File: src/rtl/cache_fill_pkg.sv
// Shared types and constants for the cache fill sequencer.
//
// Contents:
//   fill_state_t     - sequencer state encoding
//   WORDS_PER_BLOCK  - 16-bit words per cache block (16-byte block)
//   BLOCK_OFFSET_W   - width of the word index within a block
//   ADDR_W / DATA_W  - memory address and data widths
//   BLOCK_MASK       - clears the byte offset to give a block base address
//   block_word_addr  - byte address of word 'word' inside the block holding 'addr'
package cache_fill_pkg;

    typedef enum logic [1:0] {
        IDLE,
        WRITE,
        FILL_D,
        FILL_I
    } fill_state_t;

    localparam int WORDS_PER_BLOCK = 8;
    localparam int BLOCK_OFFSET_W  = 3;
    localparam int ADDR_W          = 16;
    localparam int DATA_W          = 16;

    localparam logic [ADDR_W-1:0] BLOCK_MASK = 16'hFFF0;

    // Word offsets stay inside the block: the 3-bit index wraps and never
    // carries into the block base.
    function automatic logic [ADDR_W-1:0] block_word_addr(
        input logic [ADDR_W-1:0]         addr,
        input logic [BLOCK_OFFSET_W-1:0] word
    );
        return (addr & BLOCK_MASK) | {12'd0, word, 1'b0};
    endfunction

endpackage

File: src/rtl/fill_word_counter.sv
// Word counter for one direction (issue or receive) of a block fill.
//
// Ports:
//   i_clk, i_rst  - clock, asynchronous active-high reset
//   i_load        - start a new block; captures i_start as the first word
//   i_start       - first word index of the block transfer
//   i_inc         - one word transferred this cycle (also honoured with i_load)
//   o_word        - word index of the current transfer, wraps modulo 8
//   o_done        - current transfer is the 8th of the block
module fill_word_counter
    import cache_fill_pkg::*;
(
    input  logic                      i_clk,
    input  logic                      i_rst,
    input  logic                      i_load,
    input  logic [BLOCK_OFFSET_W-1:0] i_start,
    input  logic                      i_inc,
    output logic [BLOCK_OFFSET_W-1:0] o_word,
    output logic                      o_done
);

    logic [BLOCK_OFFSET_W-1:0] r_start;
    logic [BLOCK_OFFSET_W-1:0] r_cnt;

    always_ff @(posedge i_clk or posedge i_rst) begin
        if (i_rst) begin
            r_start <= '0;
            r_cnt   <= '0;
        end else if (i_load) begin
            r_start <= i_start;
            // A transfer made in the load cycle itself already counts.
            r_cnt   <= i_inc ? BLOCK_OFFSET_W'(1) : '0;
        end else if (i_inc) begin
            r_cnt   <= r_cnt + BLOCK_OFFSET_W'(1);
        end
    end

    assign o_word = r_start + r_cnt;
    assign o_done = (r_cnt == BLOCK_OFFSET_W'(WORDS_PER_BLOCK - 1));

endmodule

File: src/rtl/cache_fill_sequencer.sv
// Arbitrates the single 4-cycle main memory between data-cache write-through
// stores, data-cache fills and instruction-cache fills. Fills are 8 pipelined
// word reads; returned words are steered into the granted cache's data array
// and the tag array is written with the last word.
//
// Build option: CRITICAL_WORD_FIRST_EN - when defined, a fill starts at the
// missing word (miss_addr[3:1]) and wraps around the block; otherwise every
// fill starts at word 0.
//
// Ports:
//   clk, rst                    - clock, asynchronous active-high reset
//   icache_miss_detected/addr   - instruction-cache miss request
//   dcache_miss_detected/addr   - data-cache miss request
//   dcache_write_enable/addr/data - write-through store request
//   icache_fill_*/icache_write_*  - instruction-cache array write port
//   dcache_fill_*/dcache_write_*  - data-cache array write port
//   mainmem_*                   - main memory request and read-return port
//   stall_n                     - low while any request is pending or served
//
// state  | meaning
// IDLE   | waiting; grants write > dcache miss > icache miss, first fill read issued here
// WRITE  | single write-through store cycle to memory
// FILL_D | issuing/receiving an 8-word block for the data cache
// FILL_I | issuing/receiving an 8-word block for the instruction cache
module cache_fill_sequencer
    import cache_fill_pkg::*;
(
    input  logic              clk,
    input  logic              rst,
    input  logic              icache_miss_detected,
    input  logic [ADDR_W-1:0] icache_miss_addr,
    input  logic              dcache_miss_detected,
    input  logic [ADDR_W-1:0] dcache_miss_addr,
    input  logic              dcache_write_enable,
    input  logic [ADDR_W-1:0] dcache_write_addr,
    input  logic [DATA_W-1:0] dcache_write_data,
    output logic [DATA_W-1:0] icache_fill_data,
    output logic [ADDR_W-1:0] icache_fill_addr,
    output logic              icache_write_data_array,
    output logic              icache_write_tag_array,
    output logic [DATA_W-1:0] dcache_fill_data,
    output logic [ADDR_W-1:0] dcache_fill_addr,
    output logic              dcache_write_data_array,
    output logic              dcache_write_tag_array,
    output logic [ADDR_W-1:0] mainmem_addr,
    output logic [DATA_W-1:0] mainmem_write_data,
    output logic              mainmem_enable,
    output logic              mainmem_wr,
    input  logic [DATA_W-1:0] mainmem_read_data,
    input  logic              mainmem_data_valid,
    output logic              stall_n
);

    fill_state_t r_state;
    fill_state_t w_next_state;

    logic [ADDR_W-1:0]         r_base;
    logic                      r_ready;
    logic                      r_issue_active;

    logic                      w_load;
    logic                      w_issue_inc;
    logic                      w_recv_inc;
    logic [ADDR_W-1:0]         w_grant_addr;
    logic [ADDR_W-1:0]         w_recv_addr;
    logic [BLOCK_OFFSET_W-1:0] w_start;
    logic [BLOCK_OFFSET_W-1:0] w_issue_word;
    logic [BLOCK_OFFSET_W-1:0] w_recv_word;
    logic                      w_issue_done;
    logic                      w_recv_done;

    assign stall_n = (r_state == IDLE) &&
                     !(dcache_write_enable || dcache_miss_detected || icache_miss_detected);

    // Only meaningful in IDLE when a fill is granted; dcache wins over icache.
    assign w_grant_addr = dcache_miss_detected ? dcache_miss_addr : icache_miss_addr;

`ifdef CRITICAL_WORD_FIRST_EN
    assign w_start = w_grant_addr[3:1];
`else
    assign w_start = '0;
`endif

    assign w_recv_addr = block_word_addr(r_base, w_recv_word);

    fill_word_counter u_issue_cnt (
        .i_clk   (clk),
        .i_rst   (rst),
        .i_load  (w_load),
        .i_start (w_start),
        .i_inc   (w_issue_inc),
        .o_word  (w_issue_word),
        .o_done  (w_issue_done)
    );

    fill_word_counter u_recv_cnt (
        .i_clk   (clk),
        .i_rst   (rst),
        .i_load  (w_load),
        .i_start (w_start),
        .i_inc   (w_recv_inc),
        .o_word  (w_recv_word),
        .o_done  (w_recv_done)
    );

    // r_ready keeps the grant outputs quiet while rst is asserted (and for the
    // first edge after release) without feeding rst into combinational logic.
    always_ff @(posedge clk or posedge rst) begin
        if (rst) begin
            r_state        <= IDLE;
            r_base         <= '0;
            r_ready        <= 1'b0;
            r_issue_active <= 1'b0;
        end else begin
            r_state <= w_next_state;
            r_ready <= 1'b1;
            if (w_load) begin
                r_base         <= w_grant_addr & BLOCK_MASK;
                r_issue_active <= 1'b1;
            end else if (w_issue_inc && w_issue_done) begin
                r_issue_active <= 1'b0;
            end
        end
    end

    always_comb begin
        w_next_state            = r_state;
        w_load                  = 1'b0;
        w_issue_inc             = 1'b0;
        w_recv_inc              = 1'b0;
        mainmem_enable          = 1'b0;
        mainmem_wr              = 1'b0;
        mainmem_addr            = '0;
        mainmem_write_data      = '0;
        icache_fill_data        = '0;
        icache_fill_addr        = '0;
        icache_write_data_array = 1'b0;
        icache_write_tag_array  = 1'b0;
        dcache_fill_data        = '0;
        dcache_fill_addr        = '0;
        dcache_write_data_array = 1'b0;
        dcache_write_tag_array  = 1'b0;

        case (r_state)
            IDLE: begin
                if (r_ready) begin
                    if (dcache_write_enable) begin
                        w_next_state = WRITE;
                    end else if (dcache_miss_detected || icache_miss_detected) begin
                        w_next_state   = dcache_miss_detected ? FILL_D : FILL_I;
                        // The grant cycle already issues the first read.
                        w_load         = 1'b1;
                        w_issue_inc    = 1'b1;
                        mainmem_enable = 1'b1;
                        mainmem_addr   = block_word_addr(w_grant_addr, w_start);
                    end
                end
            end

            WRITE: begin
                mainmem_enable     = 1'b1;
                mainmem_wr         = 1'b1;
                mainmem_addr       = dcache_write_addr;
                mainmem_write_data = dcache_write_data;
                w_next_state       = IDLE;
            end

            FILL_D, FILL_I: begin
                if (r_issue_active) begin
                    mainmem_enable = 1'b1;
                    mainmem_addr   = block_word_addr(r_base, w_issue_word);
                    w_issue_inc    = 1'b1;
                end
                if (mainmem_data_valid) begin
                    w_recv_inc = 1'b1;
                    if (r_state == FILL_D) begin
                        dcache_fill_data        = mainmem_read_data;
                        dcache_fill_addr        = w_recv_addr;
                        dcache_write_data_array = 1'b1;
                        dcache_write_tag_array  = w_recv_done;
                    end else begin
                        icache_fill_data        = mainmem_read_data;
                        icache_fill_addr        = w_recv_addr;
                        icache_write_data_array = 1'b1;
                        icache_write_tag_array  = w_recv_done;
                    end
                    if (w_recv_done) begin
                        w_next_state = IDLE;
                    end
                end
            end

            default: begin
                w_next_state = IDLE;
            end
        endcase
    end

endmodule

File: config.mk
export PLATFORM = sky130hd
export DESIGN_NAME = cache_fill_sequencer
export DESIGN_NICKNAME = d
export VERILOG_FILES = /design/src/rtl/cache_fill_pkg.sv /design/src/rtl/fill_word_counter.sv /design/src/rtl/cache_fill_sequencer.sv
export SDC_FILE = /design/constraint.sdc
export NUM_CORES = 1
export LEC_CHECK = 0
export ABC_AREA = 1
export BUFFER_PORTS_ARGS = -buffer_cell sky130_fd_sc_hd__buf_2
export CAP_MARGIN = 40
export CORE_MARGIN = 2
export CORE_UTILIZATION = 40
export DETAILED_ROUTE_END_ITERATION = 8
export GPL_ROUTABILITY_DRIVEN = 0
export PLACE_DENSITY = 0.87
export SKIP_LAST_GASP = 1
export SYNTH_ARGS = -nofsm -noshare
export SYNTH_HDL_FRONTEND = slang
export SYNTH_SLANG_ARGS = --single-unit
File: constraint.sdc
create_clock -name clk -period 2.6 [get_ports clk]
set_input_delay 0 -clock clk [delete_from_list [all_inputs] [get_ports clk]]
set_output_delay 0 -clock clk [all_outputs]
set_load 0.01 [all_outputs]
==> metrics.txt <==
largest net degree at the start of global routing=33; row cnt=25; Layout area overhead=44.9%; Die Y=74.8 microns; Setup crit end=mainmem_enable; Sequential Power Share=0.288; Reg clk slew, reported paths=0.09 ns; largest family of logic cells by synthesized area=simple AND/OR/NAND/NOR gates; fin nets=604; core box area=4790 sq um; number of post-CTS setup repair buffers=0; layout cell share with drive strength beyond 1=0.382; setup_tns=0 ns; Final Critical Period=1.70 ns; gr usage total=0.207; delay-heaviest family, CP=simple AND/OR/NAND/NOR gates; DR iter-0 viols=between 100 and 150; Initial Util=0.419; Mean Syn Cell Area=5.78 sq um; worst setup path startpoint=r_state[0]; met1 Use GR=0.259; drt first pass iters=4; IO buf count=between 150 and 200; clock network power share=0.146; crit end category=output pin; total grt overflow=0; Max Fanout on Critical Path=22; Final period util=0.655; adder-cell area share of the yosys netlist=0.0250; synth unique cells=20; number of synthesized register bits=22; number of buffers created by CTS=3; Root Buffer=clkbuf_8; worst-margin pin slew=0.832 ns; Worst path slowest cell=dfrtp_1; synth warn=0; GR peak layer=met2; worst stage delay on the critical path=about 0.46 ns; met2 track demand over resource=0.392; Crit path depth=6; die width=about 75 microns; unrepaired setup endpoints after global routing=false; Post-Syn Area=2000 sq um; Cell Area, Placed=roughly 2800 sq um; # DRC=0; IO Count=189; post-synthesis compound-gate area fraction=0.0418; sw power=1.05 mW; Finished Cell Area=2900 sq um; post-synthesis mux area share=0; initial antenna violation count=0; dpl cells=575; PwrDens=764 nW/um^2; simple-gate share of the synthesized area=0.436; worst reg2reg setup slack=1.12 ns; Worst slew margin=0.444; Hold Path Class=in2reg; TritonCTS clock tree=built; Comb pwr share=0.566; XOR/XNOR Fraction of Synth Area=0; Setup crit start kind=flop; non-filler cells in the finished layout=580; critical path class=reg2out; Worst R2R Start=r_state[0]; Fin. Hold Viols=0; outcome=completed; peak supply drop=0.000402 V; GR Util met3=0.0187; MaxCap Viol Count=0; Lkg Pwr=2.08 nW; Diodes inserted=0; htree depth=1; first-pass GRT wire length=9.22 mm; skew final=0.00110 ns; WP data arrival=about 1.7 ns; worst path cell trace=inv_2, nand2_2, nor2_4, nand2_4, nand3_1, buf_2; Reg2Reg Depth=6; worst path bufs/invs=2; clk_lat worst skew=about 0.26 ns; vias in the first global route=2,145; clock tree sinks=22; register area share after synthesis=0.275; die area=roughly 5600 sq um; final wirelength=approximately 6.3 mm; worst setup margin=roughly 0.9 ns; R2R Path End=u_recv_cnt.r_cnt[0]; DP HPWL=5.05 mm; Max Root-Sink Buffers=2; Int Pwr=around 1.2 mW; Power Total=2.22 mW; Max Freq=0.587 GHz; Critical Path RT=roughly 2.6 ns; sw frac=0.472; vias per cell=4.44; wire length per cell=~11 microns; Worst Hold Depth=4; Pins Over Slew Limit=0; pre-CTS WS=1.13 ns; routed vias=2,578; Antenna Violating Nets Remaining=0; Setup-failing EPs final=0; Cells after Synth=347
cells in the final DEF, fill, tap and decap left out:
| cell type | n |
|---|---|
| inv_2 | 6 |
| nand2_4 | 1 |
| dfrtp_1 | 22 |
| buf_2 | 178 |
| a21oi_1 | 1 |
| nand2_1 | 84 |
| o21ai_0 | 13 |
| bufinv_16 | 1 |
| dlygate4sd3_1 | 1 |
| ha_1 | 4 |
| o21ai_1 | 1 |
| nand2_2 | 3 |
| clkbuf_8 | 3 |
| conb_1 | 3 |
| nor2_1 | 85 |
| nor2_4 | 3 |
| a22o_1 | 1 |
| inv_1 | 68 |
| nor2_2 | 1 |
| nand3_1 | 34 |
power groups by stage:
| stage | logic [mW] | registers [mW] | clock network [mW] |
|---|---|---|---|
| after global routing | 1.42 | 0.665 | 0.344 |
| after floorplan | 0.876 | 0.601 | 0 |
| after CTS | 1.27 | 0.637 | 0.323 |
| after global placement | 1.23 | 0.631 | 0 |
| after detailed placement | 1.26 | 0.642 | 0 |
| final | 1.26 | 0.640 | 0.324 |
cells in the mapped netlist (all sizes together):
cell    instances  area (sq um)
nor2           89           359
a22o            1          8.76
a21oi           1          5.00
clkbuf          1          3.75
nand2          88           345
dfrtp          22           551
inv            74           278
buf            17           156
conb            2          7.51
o21ai          14          70.1
nand3          34           170
ha              4          50.1
layer usage:
metal,vias up,wire length [microns]
met5,-,0
met4,0,27
met3,4,436
met2,103,3310
met1,1135,2560
li1,1336,-
worst min-delay path by stage:
stage | from | end
6_report | mainmem_data_valid | r_state[1]
5_1_grt | mainmem_data_valid | r_state[1]
2_1_floorplan | rst | r_base[10]
4_1_cts | mainmem_data_valid | r_state[1]
3_3_place_gp | rst | r_base[13]
3_5_place_dp | rst | r_base[13]
tightest hold or removal path, stage by stage:
cell,delay [ns]
buf_2,0.10
nand2_1,0.05
nand2_1,0.08
nand2_1,0.05
area by class of cell:
class,instances,area [sq um]
timing repair buffer,179,901
clock inverter,1,30.0
sequential,22,551
tap,67,83.8
multi-input combinational,234,1020
fill,475,1880
clock buffer,3,41.3
inverter,74,278
state kept, by name, summed over array words and instances, names as in the netlist:
name / count
r_ready: 1
u_issue_cnt.r_cnt: 3
r_state: 2
r_issue_active: 1
r_base: 12
u_recv_cnt.r_cnt: 3
kinds of logic after synthesis:
group	count (synthesis)
adder cells (fa/ha/maj)	4
other	2
flip-flops	22
AO/OA/AOI/OAI	16
buffers and inverters	92
AND/OR/NAND/NOR	211
stage by stage:
stage | util | hold slack (ns)
6_report | 0.607 | 0.0543
2_1_floorplan | - | -0.0108
5_1_grt | 0.607 | 0.0896
4_1_cts | 0.607 | 0.0562
3_5_place_dp | 0.590 | 0.217
3_3_place_gp | 0.590 | 0.195
what timing repair did:
item	in CTS	in global routing
resized for setup	0	0
hold buffers	1	0
endpoints found under the hold margin	22	0
endpoints found under the setup margin	0	0
Note: power is estimated with default switching activity, not from simulation.
